[src/rtl/arbitro_resta.sv]
// arbitro_resta: round-robin sharing of one resta subtractor between
// two valid/ready requesters; the result is held until consumed.
module resta #(
  parameter int WIDTH = 4
) (
  input  logic [WIDTH-1:0] A,
  input  logic [WIDTH-1:0] B,
  output logic [WIDTH-1:0] S
);
  assign S = A - B;
endmodule

module arbitro_resta #(
  parameter int WIDTH = 4
) (
  input  logic             clk,
  input  logic             rst_n,
  input  logic             req0_valid,
  input  logic [WIDTH-1:0] req0_a,
  input  logic [WIDTH-1:0] req0_b,
  output logic             req0_ready,
  input  logic             req1_valid,
  input  logic [WIDTH-1:0] req1_a,
  input  logic [WIDTH-1:0] req1_b,
  output logic             req1_ready,
  output logic             res_valid,
  output logic [WIDTH-1:0] res_data,
  output logic             res_id,
  output logic             res_borrow,
  output logic             res_zero,
  input  logic             res_ready
);
  typedef enum logic [1:0] {
    IDLE = 2'd0,
    CALC = 2'd1,
    HOLD = 2'd2
  } state_t;

  state_t           r_state;
  state_t           w_next;
  logic [WIDTH-1:0] r_op_a;
  logic [WIDTH-1:0] r_op_b;
  logic [WIDTH-1:0] w_s;
  logic             r_cur_id;
  logic             r_last_grant;
  logic [WIDTH-1:0] r_data;
  logic             r_id;
  logic             r_borrow;
  logic             r_zero;
  logic             w_any;
  logic             w_gnt_id;
  logic             w_accept;

  // Contention goes to the requester that did not win last time.
  assign w_any    = req0_valid | req1_valid;
  assign w_gnt_id = (req0_valid & req1_valid) ? ~r_last_grant
                                              : req1_valid;
  assign w_accept = (r_state == IDLE) & w_any;

  resta #(.WIDTH(WIDTH)) u_resta (
    .A(r_op_a),
    .B(r_op_b),
    .S(w_s)
  );

  always_ff @(posedge clk or negedge rst_n) begin
    if (!rst_n) r_state <= IDLE;
    else        r_state <= w_next;
  end

  always_comb begin
    w_next = r_state;
    unique case (r_state)
      IDLE:    if (w_any) w_next = CALC;
      CALC:    w_next = HOLD;
      HOLD:    if (res_ready) w_next = IDLE;
      default: w_next = IDLE;
    endcase
  end

  // Ready is gated by rst_n so it is low throughout reset.
  always_comb begin
    req0_ready = 1'b0;
    req1_ready = 1'b0;
    res_valid  = 1'b0;
    unique case (r_state)
      IDLE: begin
        req0_ready = w_any & rst_n & ~w_gnt_id;
        req1_ready = w_any & rst_n & w_gnt_id;
      end
      HOLD:    res_valid = 1'b1;
      default: ;
    endcase
  end

  always_ff @(posedge clk or negedge rst_n) begin
    if (!rst_n) begin
      r_op_a       <= '0;
      r_op_b       <= '0;
      r_cur_id     <= 1'b0;
      r_last_grant <= 1'b1;
      r_data       <= '0;
      r_id         <= 1'b0;
      r_borrow     <= 1'b0;
      r_zero       <= 1'b0;
    end else begin
      if (w_accept) begin
        r_op_a       <= w_gnt_id ? req1_a : req0_a;
        r_op_b       <= w_gnt_id ? req1_b : req0_b;
        r_cur_id     <= w_gnt_id;
        r_last_grant <= w_gnt_id;
      end
      if (r_state == CALC) begin
        r_data   <= w_s;
        r_id     <= r_cur_id;
        r_borrow <= r_op_a < r_op_b;
        r_zero   <= w_s == '0;
      end
    end
  end

  assign res_data   = r_data;
  assign res_id     = r_id;
  assign res_borrow = r_borrow;
  assign res_zero   = r_zero;
endmodule
[config.mk]
export PLATFORM = sky130hd
export DESIGN_NAME = arbitro_resta
export DESIGN_NICKNAME = d
export VERILOG_FILES = /design/src/rtl/arbitro_resta.sv
export SDC_FILE = /design/constraint.sdc
export NUM_CORES = 1
export LEC_CHECK = 0
export ABC_AREA = 0
export CORE_ASPECT_RATIO = 1.2
export CORE_MARGIN = 8
export CORE_UTILIZATION = 45
export DETAILED_ROUTE_END_ITERATION = 6
export PLACE_DENSITY = 0.78
export SYNTH_ARGS = -nofsm -noshare
export SYNTH_HDL_FRONTEND = slang
export SYNTH_SLANG_ARGS = --single-unit
[constraint.sdc]
create_clock -name clk -period 2.3 [get_ports clk]
set_clock_uncertainty 0.1 [all_clocks]
set_input_delay 0.23 -clock clk [delete_from_list [all_inputs] [get_ports clk]]
set_output_delay 0.23 -clock clk [all_outputs]
set_load 0.02 [all_outputs]
=== Yosys cells after proc, flatten, opt, wreduce, memory -nomap -nowiden ===
Cells that the tools add are included.

* Bits in registers: 19
* Input bits: 21
* Output and inout port bits: 10
* Logic and storage cells: 35

* $add $sub $neg: 1
* Order comparisons: 1
* Equal/unequal tests: 4
* Multiplexer cells: 9
* Bitwise gates (word level): 8
* Reduce and logical (&&, ||, !) cells: 3

{| class="wikitable"
|+ Operators by type and width
! operator !! count
|-
| $mux W4 || 2
|-
| $pmux W2 S3 || 1
|-
| $and A1 B1 Y1 || 5
|-
| $logic_not A4 Y1 || 1
|-
| $lt A4 B4 Y1 || 1
|-
| $mux W1 || 4
|-
| $mux W2 || 2
|-
| $ne A2 B2 Y1 const B || 2
|-
| $sub A4 B4 Y4 || 1
|-
| $eq A2 B1 Y1 const B || 1
|-
| $eq A2 B2 Y1 const B || 1
|-
| $logic_not A2 Y1 || 1
|-
| $not A1 Y1 || 2
|-
| $reduce_and A2 Y1 || 1
|-
| $or A1 B1 Y1 || 1
|}

=== Depth between registers and ports, before layout ===
* Depth in word-level cells: 5
* Gate-level depth with buffers: 7
* Mapped depth without buffers: 7

=== Modules after synthesis ===
Synthesis repeated with hierarchy kept, for this count alone.

* Cell total of the unflattened synthesis: 87
* Area total of the unflattened synthesis: 1067.3 um^2

{| class="wikitable"
|+ Modules (own cells, without submodules)
! module !! times used !! cells an instance !! area each (um^2) !! seq. area each (um^2)
|-
| arbitro_resta || 1 || 72 || 950.9 || 476.7
|-
| resta || 1 || 15 || 116.4 || 0.0
|}

=== Worst setup path before layout ===
No wires, ideal clock.

* Kind: register -> register
* Start point: register r_op_a[0]
* End point: register r_zero, in the netlist res_zero
* Setup time: 66 ps
* Arrival: 1472 ps
* Path slack: 662 ps
* Stages on the path, launching flop included: 8
* Buffers on the path: 0
* Path through: dfrtp_1 > inv_1 > ha_1 > inv_1 > fa_1 > xor2_1 > nor4b_2 > a22o_1

* Longest elaborated chain between the ends: 2

{| class="wikitable"
|+ RTL lines
! element !! line !! RTL
|-
| start: declaration || 41 || <nowiki>logic [WIDTH-1:0] r_op_a;</nowiki>
|-
| start signal: assignment || 108 || <nowiki>r_op_a <= w_gnt_id ? req1_a : req0_a;</nowiki>
|-
| $sub A4 B4 Y4 || 10 || <nowiki>assign S = A - B;</nowiki>
|-
| $logic_not A4 Y1 || 117 || <nowiki>r_zero <= w_s == '0;</nowiki>
|-
| end signal: assignment || 105 || <nowiki>r_zero <= 1'b0;</nowiki>
|-
| end signal: assignment || 117 ||
|-
| end: declaration || 49 || <nowiki>logic r_zero;</nowiki>
|}

No other way between the ends.
A chain may end at the register's enable or synchronous reset.

=== Final worst setup path ===
* Start point: register r_state[1]
* End point: output port req0_ready

* Longest elaborated chain between the ends: 2

{| class="wikitable"
|+ RTL lines
! element !! line !! RTL
|-
| start: declaration || 39 || <nowiki>state_t r_state;</nowiki>
|-
| start signal: assignment || 68 || <nowiki>else r_state <= w_next;</nowiki>
|-
| $logic_not A2 Y1 || 86 || <nowiki>unique case (r_state)</nowiki>
|-
| $mux W1 || 86 ||
|-
| end: declaration || 21 || <nowiki>output logic req0_ready,</nowiki>
|}

No other way between the ends.

==> results.sh <==
export IMPL_die_h_um=67.31
export IMPL_regToRegSetupSlack_ns=0.54
export IMPL_r2r_start="r_op_a[0]$_DFFE_PN0P_"
export IMPL_antenna_found_initial=0
export IMPL_syn_avg_cell_area_um2=10.73
export IMPL_dp_cells=152
export IMPL_drt_initial_drc_count=5
export IMPL_cap_violations=0
export IMPL_finalWorstPathRequiredPeriod_ns=2.131
export IMPL_ff2ff_path_depth=7
export IMPL_synth_seq_cells=19
export IMPL_irDropWorstVdd_mv=0.7070
export IMPL_syn2layout_area_growth_pct=36.12
export IMPL_max_freq_ghz=0.4692
export IMPL_layout_setup_ws_ns=0.1687
export IMPL_htreeDepth=1
export IMPL_coreArea_um2=2072
export IMPL_start_kind="flop"
export IMPL_ys_types=28
export IMPL_clkLatencyLatePin_ns=0.29
export IMPL_nets=153
export IMPL_cts_tree="built"
export IMPL_place_ws_ns=0.2164
export IMPL_post_drt_wl_per_cell_um=12.28
export IMPL_dp_hpwl_mm=1.624
export IMPL_critPathKind="reg2out"
export IMPL_power_density_nw_per_um2=1297
export IMPL_drive_above_1_share=0.1270
export IMPL_wl_mm=1.916
export IMPL_pin_count=31
export IMPL_setup_violations=0
export IMPL_hold_buffers=0
export IMPL_endpoint="req0_ready"
export IMPL_row_count=18
export IMPL_slew_violations=0
export IMPL_end_kind="primary output"
export IMPL_worstPathRequired_ns=1.97
export IMPL_min_path_type="in2async"
export IMPL_critPathMaxFanout=5
export IMPL_vias=736
export IMPL_io_buffers=30
export IMPL_route_detailed_drc=0
export IMPL_drtAntennaViolNets=0
export IMPL_dieArea_um2=3955
export IMPL_slew_headroom=0.7107
export IMPL_tightest_slew_ns=0.4340
export IMPL_grt_pass1_wl_mm=3.180
export IMPL_die_w_um=58.76
export IMPL_cp_startpoint="r_state[1]$_DFFE_PN0P_"
export IMPL_syn_area_um2=987.2
export IMPL_n_antenna_cell=0
export IMPL_globalplace_congestion=0.7854
export IMPL_power_total_w=0.001743
export IMPL_cts_root_buf="clkbuf_4"
export IMPL_clockBufferDepth=2
export IMPL_overflow=0
export IMPL_clock_sinks=19
export IMPL_synth_warnings=0
export IMPL_worstReg2RegEnd="res_zero$_DFFE_PN0N_"
export IMPL_worstPathArrival_ns=1.80
export IMPL_grt_max_degree=19
export IMPL_cts_buffers=3
export IMPL_stdcell_count=156
export IMPL_via_per_inst=4.718
export IMPL_rsz0062_at_grt="false"
export IMPL_setup_tns_ns=0
export IMPL_first_pass_iters=4
export IMPL_period_share=0.9266
export IMPL_hold_violations=0
export IMPL_yosysSeqAreaShare=0.4829
export IMPL_grt_usage=0.1033
export IMPL_clk_pin_slew_ns=0.11
export IMPL_syn_nets=118
export IMPL_hold_ws_ns=0.2102
export IMPL_grt_pass1_vias=715
export IMPL_cts_resized=0
export IMPL_p_leak_nw=0.5988
export IMPL_cts_setup_buffers=0
export IMPL_outcome="finished clean"
export IMPL_initial_core_util=0.4764
export IMPL_synth_cells=92
layer usage:
| metal | GRT usage | vias to the layer above | part of all wire |
|---|---|---|---|
| met4 | 0.04491 | 0 | 0.015 |
| met2 | 0.1790 | 17 | 0.51 |
| li1 | - | 379 | - |
| met3 | 0.02852 | 4 | 0.053 |
| met5 | 0 | - | 0 |
| met1 | 0.1161 | 336 | 0.42 |
power by group:
group / switching, W / internal, W
combinational: 0.000498 / 0.000471
sequential: 0.000105 / 0.000506
clock: 0.0000980 / 0.0000647
through the flow:
stage            util  cell area [um2]
2_1_floorplan       -            987.2
3_3_place_gp   0.6353             1316
3_5_place_dp   0.6353             1316
4_1_cts        0.6486             1344
5_1_grt        0.6486             1344
6_report       0.6486             1344
kinds of logic (layout without fill, tap and decap cells):
group	count (synthesis)	after routing	synth area share
xor+xnor	2	2	0.01775
compound gates	21	21	0.1306
simple gates	24	24	0.1280
mux	10	10	0.1039
buf+inv	11	45	0.06590
flops	19	19	0.4829
fa+ha+maj	5	5	0.07098
cell usage in the layout (no fill, tap or decap):
cell / netlist / layout
a21boi_4: 1 / 1
a21oi_1: 11 / 11
a22o_1: 1 / 1
a31oi_1: 1 / 1
and3_1: 1 / 1
buf_4: 0 / 4
clkbuf_4: 0 / 3
clkdlybuf4s50_1: 0 / 30
clkinv_2: 0 / 1
dfrtp_1: 18 / 18
dfstp_2: 1 / 1
fa_1: 1 / 1
ha_1: 4 / 4
inv_1: 7 / 7
mux2_2: 2 / 2
mux2i_1: 8 / 8
nand2_1: 5 / 5
nand2_2: 1 / 1
nand2b_1: 3 / 3
nor2_1: 10 / 10
nor2_2: 1 / 1
nor2_4: 1 / 1
nor2b_1: 1 / 1
nor4b_2: 1 / 1
o21a_1: 1 / 1
o21ai_0: 3 / 3
o21ai_1: 2 / 2
o31ai_1: 1 / 1
xnor2_1: 1 / 1
xor2_1: 1 / 1
how the worst min path moves through the flow:
stage	start	end	slack [ns]	depth (start not counted)
detailed placement	res_borrow$_DFFE_PN0N_	res_borrow$_DFFE_PN0N_	0.37	2
global route	rst_n	r_op_b[3]$_DFFE_PN0P_	0.23	2
global placement	res_data[0]$_DFFE_PN0N_	res_data[0]$_DFFE_PN0N_	0.36	2
CTS	rst_n	r_op_a[0]$_DFFE_PN0P_	0.20	2
finish	rst_n	r_op_b[3]$_DFFE_PN0P_	0.21	2
floorplan	rst_n	r_cur_id$_DFFE_PN0P_	-0.17	0
Yosys cell counts (all sizes together):
cell type	n	area [um2]
dfstp	1	26.28
o31ai	1	7.510
and3	1	6.260
o21a	1	7.510
a21oi	11	55.05
xnor2	1	8.760
inv	7	26.28
nand2b	3	18.77
dfrtp	18	450.4
nor4b	1	15.01
nor2b	1	6.260
mux2i	8	80.08
o21ai	5	25.02
a21boi	1	18.77
xor2	1	8.760
a31oi	1	6.260
nand2	6	25.03
fa	1	20.02
a22o	1	8.760
buf	4	38.78
mux2	2	22.52
nor2	12	55.06
ha	4	50.05
flip-flops by register name, summed over array words and instances, names as in the netlist:
signal,cells
r_cur_id,1
r_last_grant,1
r_op_a,4
r_op_b,4
r_state,2
res_borrow,1
res_data,4
res_id,1
res_zero,1
cell type report:
cell class / count / area [um2]
sequential: 19 / 476.7
multi-input combinational: 62 / 445.4
fill: 183 / 728.2
tap: 30 / 37.54
timing repair buffer: 34 / 330.3
clock inverter: 1 / 5.005
inverter: 7 / 26.28
clock buffer: 3 / 22.52
critical path: stages, from the launching register on:
cell and delay, ns:
dfrtp_1 0.44, nor2_4 0.16, o21a_1 0.17, nand2_2 0.06
nor2_2 0.07, clkdlybuf4s50_1 0.61
(Power assumes the default switching activity.)
